File: config.mk
export PLATFORM = sky130hd
export DESIGN_NAME = multicycle_control_flat
export DESIGN_NICKNAME = d
export VERILOG_FILES = /design/src/rtl/mips_pkg.sv /design/src/rtl/multicycle_control_if.sv /design/src/rtl/multicycle_control.sv /design/src/flat_wrapper.sv
export SDC_FILE = /design/constraint.sdc
export NUM_CORES = 1
export LEC_CHECK = 0
export BUFFER_PORTS_ARGS = -buffer_cell sky130_fd_sc_hd__buf_2
export CORE_MARGIN = 2
export CORE_UTILIZATION = 49
export DETAILED_ROUTE_END_ITERATION = 7
export PLACE_DENSITY = 0.85
export REMOVE_ABC_BUFFERS = 1
export SYNTH_ARGS = -nofsm -noshare
export SYNTH_HDL_FRONTEND = slang
export SYNTH_SLANG_ARGS = --single-unit
File: constraint.sdc
create_clock -name clk -period 1.9 [get_ports clk]
set_input_delay 0.19 -clock clk [delete_from_list [all_inputs] [get_ports clk]]
set_output_delay 0.19 -clock clk [all_outputs]
set_load 0.1 [all_outputs]
File: src/rtl/mips_pkg.sv
// rtl/mips_pkg.sv - opcodes, select codes and state encoding for the multi-cycle MIPS controller
package mips_pkg;

   localparam int OP_W = 6;
   localparam int ST_W = 4;

   localparam logic [OP_W-1:0] OP_RTYPE = 6'b000000;
   localparam logic [OP_W-1:0] OP_LW    = 6'b100011;
   localparam logic [OP_W-1:0] OP_SW    = 6'b101011;
   localparam logic [OP_W-1:0] OP_BEQ   = 6'b000100;
   localparam logic [OP_W-1:0] OP_BNE   = 6'b000101;
   localparam logic [OP_W-1:0] OP_J     = 6'b000010;
   localparam logic [OP_W-1:0] OP_ADDI  = 6'b001000;

   localparam logic [1:0] ALUOP_ADD   = 2'b00;
   localparam logic [1:0] ALUOP_SUB   = 2'b01;
   localparam logic [1:0] ALUOP_FUNCT = 2'b10;

   localparam logic [1:0] SRCB_REGB    = 2'b00;
   localparam logic [1:0] SRCB_FOUR    = 2'b01;
   localparam logic [1:0] SRCB_IMM     = 2'b10;
   localparam logic [1:0] SRCB_IMM_SH2 = 2'b11;

   localparam logic [1:0] PCSRC_ALU    = 2'b00;
   localparam logic [1:0] PCSRC_ALUOUT = 2'b01;
   localparam logic [1:0] PCSRC_JUMP   = 2'b10;

   typedef enum logic [ST_W-1:0] {
      S_FETCH    = 4'd0,
      S_DECODE   = 4'd1,
      S_MEM_ADDR = 4'd2,
      S_MEM_RD   = 4'd3,
      S_MEM_WB   = 4'd4,
      S_MEM_WR   = 4'd5,
      S_EXEC     = 4'd6,
      S_R_WB     = 4'd7,
      S_BRANCH   = 4'd8,
      S_JUMP     = 4'd9,
      S_ADDI_EX  = 4'd10,
      S_ADDI_WB  = 4'd11
   } state_t;

   function automatic logic is_legal_op(input logic [OP_W-1:0] op);
      return (op == OP_RTYPE) || (op == OP_LW) || (op == OP_SW) || (op == OP_BEQ) ||
             (op == OP_BNE) || (op == OP_J) || (op == OP_ADDI);
   endfunction

endpackage

File: src/rtl/multicycle_control_if.sv
// rtl/multicycle_control_if.sv - controller <-> datapath signal bundle
interface multicycle_control_if;
   import mips_pkg::*;

   logic [OP_W-1:0] opcode;
   logic            mem_ready;
   logic            PC_write;
   logic            PC_write_beq;
   logic            PC_write_bne;
   logic            IorD;
   logic            mem_read;
   logic            mem_write;
   logic            IR_write;
   logic            mem_to_reg;
   logic            reg_dst;
   logic            reg_write;
   logic            ALU_src_A;
   logic [1:0]      ALU_src_B;
   logic [1:0]      ALU_op;
   logic [1:0]      PC_source;
   logic            instr_done;
   logic            illegal_op;

   modport master (
      input  opcode, mem_ready,
      output PC_write, PC_write_beq, PC_write_bne, IorD, mem_read, mem_write, IR_write,
             mem_to_reg, reg_dst, reg_write, ALU_src_A, ALU_src_B, ALU_op, PC_source,
             instr_done, illegal_op
   );

   modport slave (
      output opcode, mem_ready,
      input  PC_write, PC_write_beq, PC_write_bne, IorD, mem_read, mem_write, IR_write,
             mem_to_reg, reg_dst, reg_write, ALU_src_A, ALU_src_B, ALU_op, PC_source,
             instr_done, illegal_op
   );
endinterface

File: src/rtl/multicycle_control.sv
// rtl/multicycle_control.sv - multi-cycle MIPS main controller FSM
module multicycle_control
   import mips_pkg::*;
(
   input  logic                 clk,
   input  logic                 rst,
   multicycle_control_if.master bus
);

   state_t          state;
   state_t          state_next;
   logic [OP_W-1:0] op_q;

   always_ff @(posedge clk or posedge rst) begin
      if (rst) begin
         state <= S_FETCH;
         op_q  <= '0;
      end else begin
         state <= state_next;
         if (state == S_DECODE) begin
            op_q <= bus.opcode;
         end
      end
   end

   always_comb begin
      state_next = S_FETCH;
      case (state)
         S_FETCH:    state_next = bus.mem_ready ? S_DECODE : S_FETCH;
         S_DECODE: begin
            case (bus.opcode)
               OP_RTYPE:      state_next = S_EXEC;
               OP_LW, OP_SW:  state_next = S_MEM_ADDR;
               OP_BEQ, OP_BNE: state_next = S_BRANCH;
               OP_J:          state_next = S_JUMP;
               OP_ADDI:       state_next = S_ADDI_EX;
               default:       state_next = S_FETCH;
            endcase
         end
         S_MEM_ADDR: state_next = (op_q == OP_LW) ? S_MEM_RD : S_MEM_WR;
         S_MEM_RD:   state_next = bus.mem_ready ? S_MEM_WB : S_MEM_RD;
         S_MEM_WR:   state_next = bus.mem_ready ? S_FETCH : S_MEM_WR;
         S_EXEC:     state_next = S_R_WB;
         S_ADDI_EX:  state_next = S_ADDI_WB;
         default:    state_next = S_FETCH;
      endcase
   end

   // Outputs are held at zero for the whole time rst is high, not just after the edge.
   always_comb begin
      bus.PC_write     = 1'b0;
      bus.PC_write_beq = 1'b0;
      bus.PC_write_bne = 1'b0;
      bus.IorD         = 1'b0;
      bus.mem_read     = 1'b0;
      bus.mem_write    = 1'b0;
      bus.IR_write     = 1'b0;
      bus.mem_to_reg   = 1'b0;
      bus.reg_dst      = 1'b0;
      bus.reg_write    = 1'b0;
      bus.ALU_src_A    = 1'b0;
      bus.ALU_src_B    = SRCB_REGB;
      bus.ALU_op       = ALUOP_ADD;
      bus.PC_source    = PCSRC_ALU;
      bus.instr_done   = 1'b0;
      bus.illegal_op   = 1'b0;
      if (!rst) begin
         case (state)
            S_FETCH: begin
               bus.mem_read  = 1'b1;
               bus.ALU_src_B = SRCB_FOUR;
               bus.IR_write  = bus.mem_ready;
               bus.PC_write  = bus.mem_ready;
            end
            S_DECODE: begin
               bus.ALU_src_B  = SRCB_IMM_SH2;
               bus.illegal_op = !is_legal_op(bus.opcode);
            end
            S_MEM_ADDR, S_ADDI_EX: begin
               bus.ALU_src_A = 1'b1;
               bus.ALU_src_B = SRCB_IMM;
            end
            S_MEM_RD: begin
               bus.mem_read = 1'b1;
               bus.IorD     = 1'b1;
            end
            S_MEM_WB: begin
               bus.reg_write  = 1'b1;
               bus.mem_to_reg = 1'b1;
               bus.instr_done = 1'b1;
            end
            S_MEM_WR: begin
               bus.mem_write  = 1'b1;
               bus.IorD       = 1'b1;
               bus.instr_done = bus.mem_ready;
            end
            S_EXEC: begin
               bus.ALU_src_A = 1'b1;
               bus.ALU_op    = ALUOP_FUNCT;
            end
            S_R_WB: begin
               bus.reg_write  = 1'b1;
               bus.reg_dst    = 1'b1;
               bus.instr_done = 1'b1;
            end
            S_BRANCH: begin
               bus.ALU_src_A    = 1'b1;
               bus.ALU_op       = ALUOP_SUB;
               bus.PC_source    = PCSRC_ALUOUT;
               bus.PC_write_beq = (op_q == OP_BEQ);
               bus.PC_write_bne = (op_q == OP_BNE);
               bus.instr_done   = 1'b1;
            end
            S_JUMP: begin
               bus.PC_write   = 1'b1;
               bus.PC_source  = PCSRC_JUMP;
               bus.instr_done = 1'b1;
            end
            S_ADDI_WB: begin
               bus.reg_write  = 1'b1;
               bus.instr_done = 1'b1;
            end
            default: ;
         endcase
      end
   end

endmodule
File: src/flat_wrapper.sv
// flat-port wrapper written by rule: the top's interface ports become plain ports
module multicycle_control_flat import mips_pkg::*;
  (clk, rst, bus_opcode, bus_mem_ready, bus_PC_write, bus_PC_write_beq, bus_PC_write_bne, bus_IorD, bus_mem_read, bus_mem_write, bus_IR_write, bus_mem_to_reg, bus_reg_dst, bus_reg_write, bus_ALU_src_A, bus_ALU_src_B, bus_ALU_op, bus_PC_source, bus_instr_done, bus_illegal_op);
  multicycle_control_if bus_i ();
  input  logic clk;
  input  logic rst;
  input wire logic [$bits(bus_i.opcode)-1:0] bus_opcode;
  input wire logic [$bits(bus_i.mem_ready)-1:0] bus_mem_ready;
  output wire logic [$bits(bus_i.PC_write)-1:0] bus_PC_write;
  output wire logic [$bits(bus_i.PC_write_beq)-1:0] bus_PC_write_beq;
  output wire logic [$bits(bus_i.PC_write_bne)-1:0] bus_PC_write_bne;
  output wire logic [$bits(bus_i.IorD)-1:0] bus_IorD;
  output wire logic [$bits(bus_i.mem_read)-1:0] bus_mem_read;
  output wire logic [$bits(bus_i.mem_write)-1:0] bus_mem_write;
  output wire logic [$bits(bus_i.IR_write)-1:0] bus_IR_write;
  output wire logic [$bits(bus_i.mem_to_reg)-1:0] bus_mem_to_reg;
  output wire logic [$bits(bus_i.reg_dst)-1:0] bus_reg_dst;
  output wire logic [$bits(bus_i.reg_write)-1:0] bus_reg_write;
  output wire logic [$bits(bus_i.ALU_src_A)-1:0] bus_ALU_src_A;
  output wire logic [$bits(bus_i.ALU_src_B)-1:0] bus_ALU_src_B;
  output wire logic [$bits(bus_i.ALU_op)-1:0] bus_ALU_op;
  output wire logic [$bits(bus_i.PC_source)-1:0] bus_PC_source;
  output wire logic [$bits(bus_i.instr_done)-1:0] bus_instr_done;
  output wire logic [$bits(bus_i.illegal_op)-1:0] bus_illegal_op;
  assign bus_i.opcode = bus_opcode;
  assign bus_i.mem_ready = bus_mem_ready;
  assign bus_PC_write = bus_i.PC_write;
  assign bus_PC_write_beq = bus_i.PC_write_beq;
  assign bus_PC_write_bne = bus_i.PC_write_bne;
  assign bus_IorD = bus_i.IorD;
  assign bus_mem_read = bus_i.mem_read;
  assign bus_mem_write = bus_i.mem_write;
  assign bus_IR_write = bus_i.IR_write;
  assign bus_mem_to_reg = bus_i.mem_to_reg;
  assign bus_reg_dst = bus_i.reg_dst;
  assign bus_reg_write = bus_i.reg_write;
  assign bus_ALU_src_A = bus_i.ALU_src_A;
  assign bus_ALU_src_B = bus_i.ALU_src_B;
  assign bus_ALU_op = bus_i.ALU_op;
  assign bus_PC_source = bus_i.PC_source;
  assign bus_instr_done = bus_i.instr_done;
  assign bus_illegal_op = bus_i.illegal_op;
  multicycle_control u_core (.clk(clk), .rst(rst), .bus(bus_i));
endmodule
== Yosys cells after proc, flatten, opt, wreduce, memory -nomap -nowiden ==
Index checks and enable logic that the tools add are counted.
Word-level totals
  register bits after elaboration: 10
  input bits: 9
  output and inout port bits: 19
  logic and storage cells: 77
Operators by class
  equality and inequality tests: 20
  mux-type cells: 38
  reductions and logical operators: 17
Operators by type and width (number)
  one-hot mux 4 bit (7 select lines): 1
  two-way mux 1 bit: 25
  equality test 6 x 3 -> 1 bit, second input constant: 4
  one-hot mux 4 bit (5 select lines): 1
  equality test 6 bit, second input constant: 3
  equality test 4 x 3 -> 1 bit, second input constant: 4
  equality test 4 bit, second input constant: 4
  OR reduction 2 bit: 5
  two-way mux 3 bit: 3
  equality test 4 x 2 -> 1 bit, second input constant: 2
  one-hot mux 2 bit (2 select lines): 2
  equality test 6 x 2 -> 1 bit, second input constant: 1
  equality test 6 x 4 -> 1 bit, second input constant: 1
  logical NOT 6 bit: 1
  logical OR 1 bit: 6
  two-way mux 2 bit: 3
  one-hot mux 2 bit (3 select lines): 1
  OR reduction 5 bit: 1
  equality test 4 x 1 -> 1 bit, second input constant: 1
  logical NOT 4 bit: 1
  one-hot mux 1 bit (2 select lines): 2
  OR reduction 4 bit: 1
  OR reduction 3 bit: 1
  logical NOT 1 bit: 1

== Logic depth before layout (Yosys ltp) ==
  word-level depth: 10
  depth in mapped cells: 6
  gate-level depth less buffers: 4

== Worst setup path after synthesis ==
No wires, ideal clock.
  path kind: reg2out
  start point: register u_core.state[2]
  end point: output port bus_PC_write_beq
  arrival: 3.990 ns
  required time: 1.710 ns
  path slack: -2.280 ns
  cell stages (with the launch flop): 6
  path buffers: 1
  cell sequence: dfrtp_1 -> buf_2 -> nand2b_1 -> nor4_2 -> nand4_1 -> nor2_1
Between the ends
  cells in the longest elaborated chain, start to end: 3
Ends and longest elaborated chain
  start: declaration: RTL line multicycle_control.sv:10  | state_t state;
  start signal: assignment: RTL line multicycle_control.sv:19  | state <= state_next;
  equality test 4 bit: RTL line multicycle_control.sv:68  | case (state)
  two-way mux 1 bit: RTL line multicycle_control.sv:68
  two-way mux 1 bit: RTL line multicycle_control.sv:67  | if (!rst) begin
  end: declaration: RTL line flat_wrapper.sv:10  | output wire logic [$bits(bus_i.PC_write_beq)-1:0] bus_PC_write_beq;
Every way passes these cells.

== Final worst setup path ==
  start point: register u_core.state[0]
  end point: output port bus_reg_write
Between the ends
  cells in the longest elaborated chain, start to end: 4
  elaborated cells between the ends (all ways): 6
  classes of those cells: 3 x eq/ne; 2 x mux; 1 x reduce/logical
Ends and longest elaborated chain
  equality test 4 x 3 -> 1 bit or equality test 4 bit (tied branches): RTL line multicycle_control.sv:68
  OR reduction 3 bit (no line) (*)
  two-way mux 1 bit (*): RTL line multicycle_control.sv:68
  two-way mux 1 bit (*): RTL line multicycle_control.sv:67
  end: declaration: RTL line flat_wrapper.sv:18  | output wire logic [$bits(bus_i.reg_write)-1:0] bus_reg_write;
Every way passes the cells marked *; elsewhere a longest branch is shown, timed or not.

==> results.yml <==
floorplanning:
  core_area_um2: 1710
  start_util_pct: 51.2
  dieArea_um2: 2140
  die_w_um: 46.2
  pin_count: 28
  num_rows: 15
  die_h_um: 46.2
cts:
  cts_buffers: 3
  cts_tree: "done"
  h-tree-depth: 1
  clk_pin_slew_ns: 0.07
  clock_sinks: 10
  clock-root-buffer: "clkbuf_4"
  cts_buffer_depth: 2
  clk_latency_ns: 0.27
timing:
  setup_viol: 4
  period_share_pct: 102
  worst_slew_pin_slew_ns: 0.494
  grt_setup_unrepaired: "yes"
  period_needed_ns: 1.95
  fmax_ghz: 0.513
  skew_ns: 0.00672
  finalHoldViolCount: 0
  timing.final.max_slew_violations: 0
  max_slew_margin_pct: 66.8
  fin_ws_ns: -0.0474
logic_synthesis:
  synth_area_um2: 875
  synth.avg_cell_area_um2: 8.25
  ys.flop_type: "dfrtp_1"
  ys_ff_latch: 10
  synth_edf_count: 0
  ys_types: 38
  ys_seq_area_share_pct: 28.6
  syn_inst: 106
  synth-async-reset-ratio_pct: 100
  ys_warn_count: 0
finish:
  fill_cells: 90
  num_antenna_cells: 0
  drive_above_1_share_pct: 49.0
  stdcell_area_um2: 1500
  fin_util_pct: 87.9
  final_nets: 158
  syn2layout_area_growth_pct: 71.7
drt:
  routed_wl_um: 2980
  final_antenna_net_count: 0
  drcViolationCount: 0
  dr_total_vias: 1051
  wl_per_cell_um: 17.3
  dr.pass1.iters: 4
  viasPerCell: 6.11
  drtIter0Drc: 29
power_and_ir_drop:
  irDropWorstVdd_uv: 697
  leakage_nw: 0.608
  power_mw: 1.05
  power.density_nw_per_um2: 701
global_routing:
  grt_pass1_vias: 969
  antenna_found_initial: 0
  grt_pass1_wl_um: 4210
  grt_max_degree: 15
  grt_overflow: 0
  track_usage_pct: 27.5
placed_design:
  dp_slack_ns: 0.0667
  portBuffers: 27
  gp_congestion: 0.871
  dpl_cell_area_um2: 1310
  hpwl_um: 1850
worst_setup_path:
  crit_required_ns: 1.71
  startpoint: "u_core.state[0]$_DFF_PP0_"
  path_class: "register to output port"
  r2r_start: "u_core.state[0]$_DFF_PP0_"
  crit_arrival_ns: 1.76
  critPathLaunchType: "register"
  end_kind: "output port"
  worst-path-max-fanout: 6
min_path:
  hold_class: "input port to async pin"
status:
  violations: "setup timing"
  status: "finished with violations"
job:
  maxCapViolations: 0
logic make-up (layout without fill, tap and decap cells):
kind of cell / count (synthesis) / in the layout / synth area share (%)
and+or+nand+nor: 59 / 59 / 41.5
AOI/OAI and AO/OA: 19 / 19 / 14.3
buffers and inverters: 11 / 52 / 7.01
DFF: 10 / 10 / 28.6
muxes: 6 / 6 / 7.58
xor gates and xnor gates: 1 / 1 / 1.00
placed cells by master, fill, tap and decap left out, types with 4 or more instances in the layout:
| master | instances |
|---|---|
| buf_4 | 15 |
| dfrtp_1 | 7 |
| buf_12 | 18 |
| nor3_1 | 6 |
| clkbuf_4 | 4 |
| mux2_2 | 5 |
| nor2_1 | 11 |
| and3_1 | 4 |
| nor3b_1 | 4 |
| nand2_1 | 5 |
| o21ai_0 | 4 |
| buf_2 | 10 |
| nor2b_1 | 4 |
routing by layer:
metal  wire (um)  global-route usage (%)  share of wire, %
met3         185                    3.14               6.2
met5           0                       0                 0
met1        1100                    32.1                37
met4         116                    17.1               3.9
met2        1570                    47.2                53
state kept, by name (all words and copies together) (netlist names):
| register | cells |
|---|---|
| u_core.op_q | 6 |
| u_core.state | 4 |
stage by stage:
step | hold slack, ns | TNS, ns | cells
floorplan | 0.0433 | -18.97 | 98
global placement | 0.284 | 0 | 158
detailed placement | 0.291 | 0 | 158
CTS | 0.0202 | -0.0326 | 163
global route | 0.104 | -0.622 | 172
finish | 0.0749 | -0.116 | 172
worst max-delay path, stage by stage (launching register included):
cell and delay [ns]:
dfrtp_2 0.46, buf_2 0.21, nand2_1 0.10, or2_2 0.32, a21oi_2 0.20, buf_12 0.20
power by group:
group | total, mW | internal (mW) | switching [mW]
sequential | 0.329 | 0.272 | 0.0576
combinational | 0.576 | 0.238 | 0.337
clock | 0.148 | 0.0733 | 0.0746
total | 1.05 | 0.583 | 0.469
path summary, 6_finish.rpt:
check | endpoint | slack [ns] | cells after the start
max in group asynchronous | u_core.state[3]$_DFF_PP0_ | 1.66 | 3
hold / removal | u_core.state[1]$_DFF_PP0_ | 0.07 | 3
setup / recovery | bus_reg_write | -0.05 | 5
setup reg to reg | u_core.op_q[1]$_DFFE_PP0P_ | 0.17 | 5
hold reg to reg | u_core.op_q[3]$_DFFE_PP0P_ | 0.51 | 1
min in group clk | u_core.op_q[4]$_DFFE_PP0P_ | 0.21 | 2
final cells by class:
cell class              instances  area (um^2)  area share (%)
flip-flops and latches         10          254            16.9
multi-input cells              85          636            42.3
repair buffers                 46          547            36.4
well taps                      25         31.3            2.08
inverters                       3         11.3           0.750
clock buffers                   3         22.5            1.50
what timing repair did:
action / 4_1_cts / 5_1_grt
setup endpoints to repair: 13 / 9
pin swaps: 1 / 4
gates resized for setup: 10 / 9
hold buffers: 0 / 0
hold endpoints to repair: 0 / 0
buffers inserted: 2 / 9
cell usage after synthesis, types with 2 or more instances:
library cell / instances / area [um^2]
o21ai_0: 4 / 20.0
nor2b_1: 4 / 25.0
o21ai_1: 2 / 10.0
nor4b_1: 3 / 26.3
buf_2: 4 / 20.0
dfrtp_1: 10 / 250
nand4_1: 2 / 12.5
inv_1: 3 / 11.3
a21oi_1: 4 / 20.0
mux2_2: 5 / 56.3
nor3_1: 8 / 40.0
nand2b_1: 2 / 12.5
nor3b_1: 5 / 37.5
nor2_1: 13 / 48.8
buf_4: 2 / 15.0
o211ai_1: 2 / 15.0
nand3_1: 2 / 10.0
nand2_1: 6 / 22.5
and3_1: 4 / 25.0
nor4_1: 3 / 18.8
(Power assumes the default switching activity.)
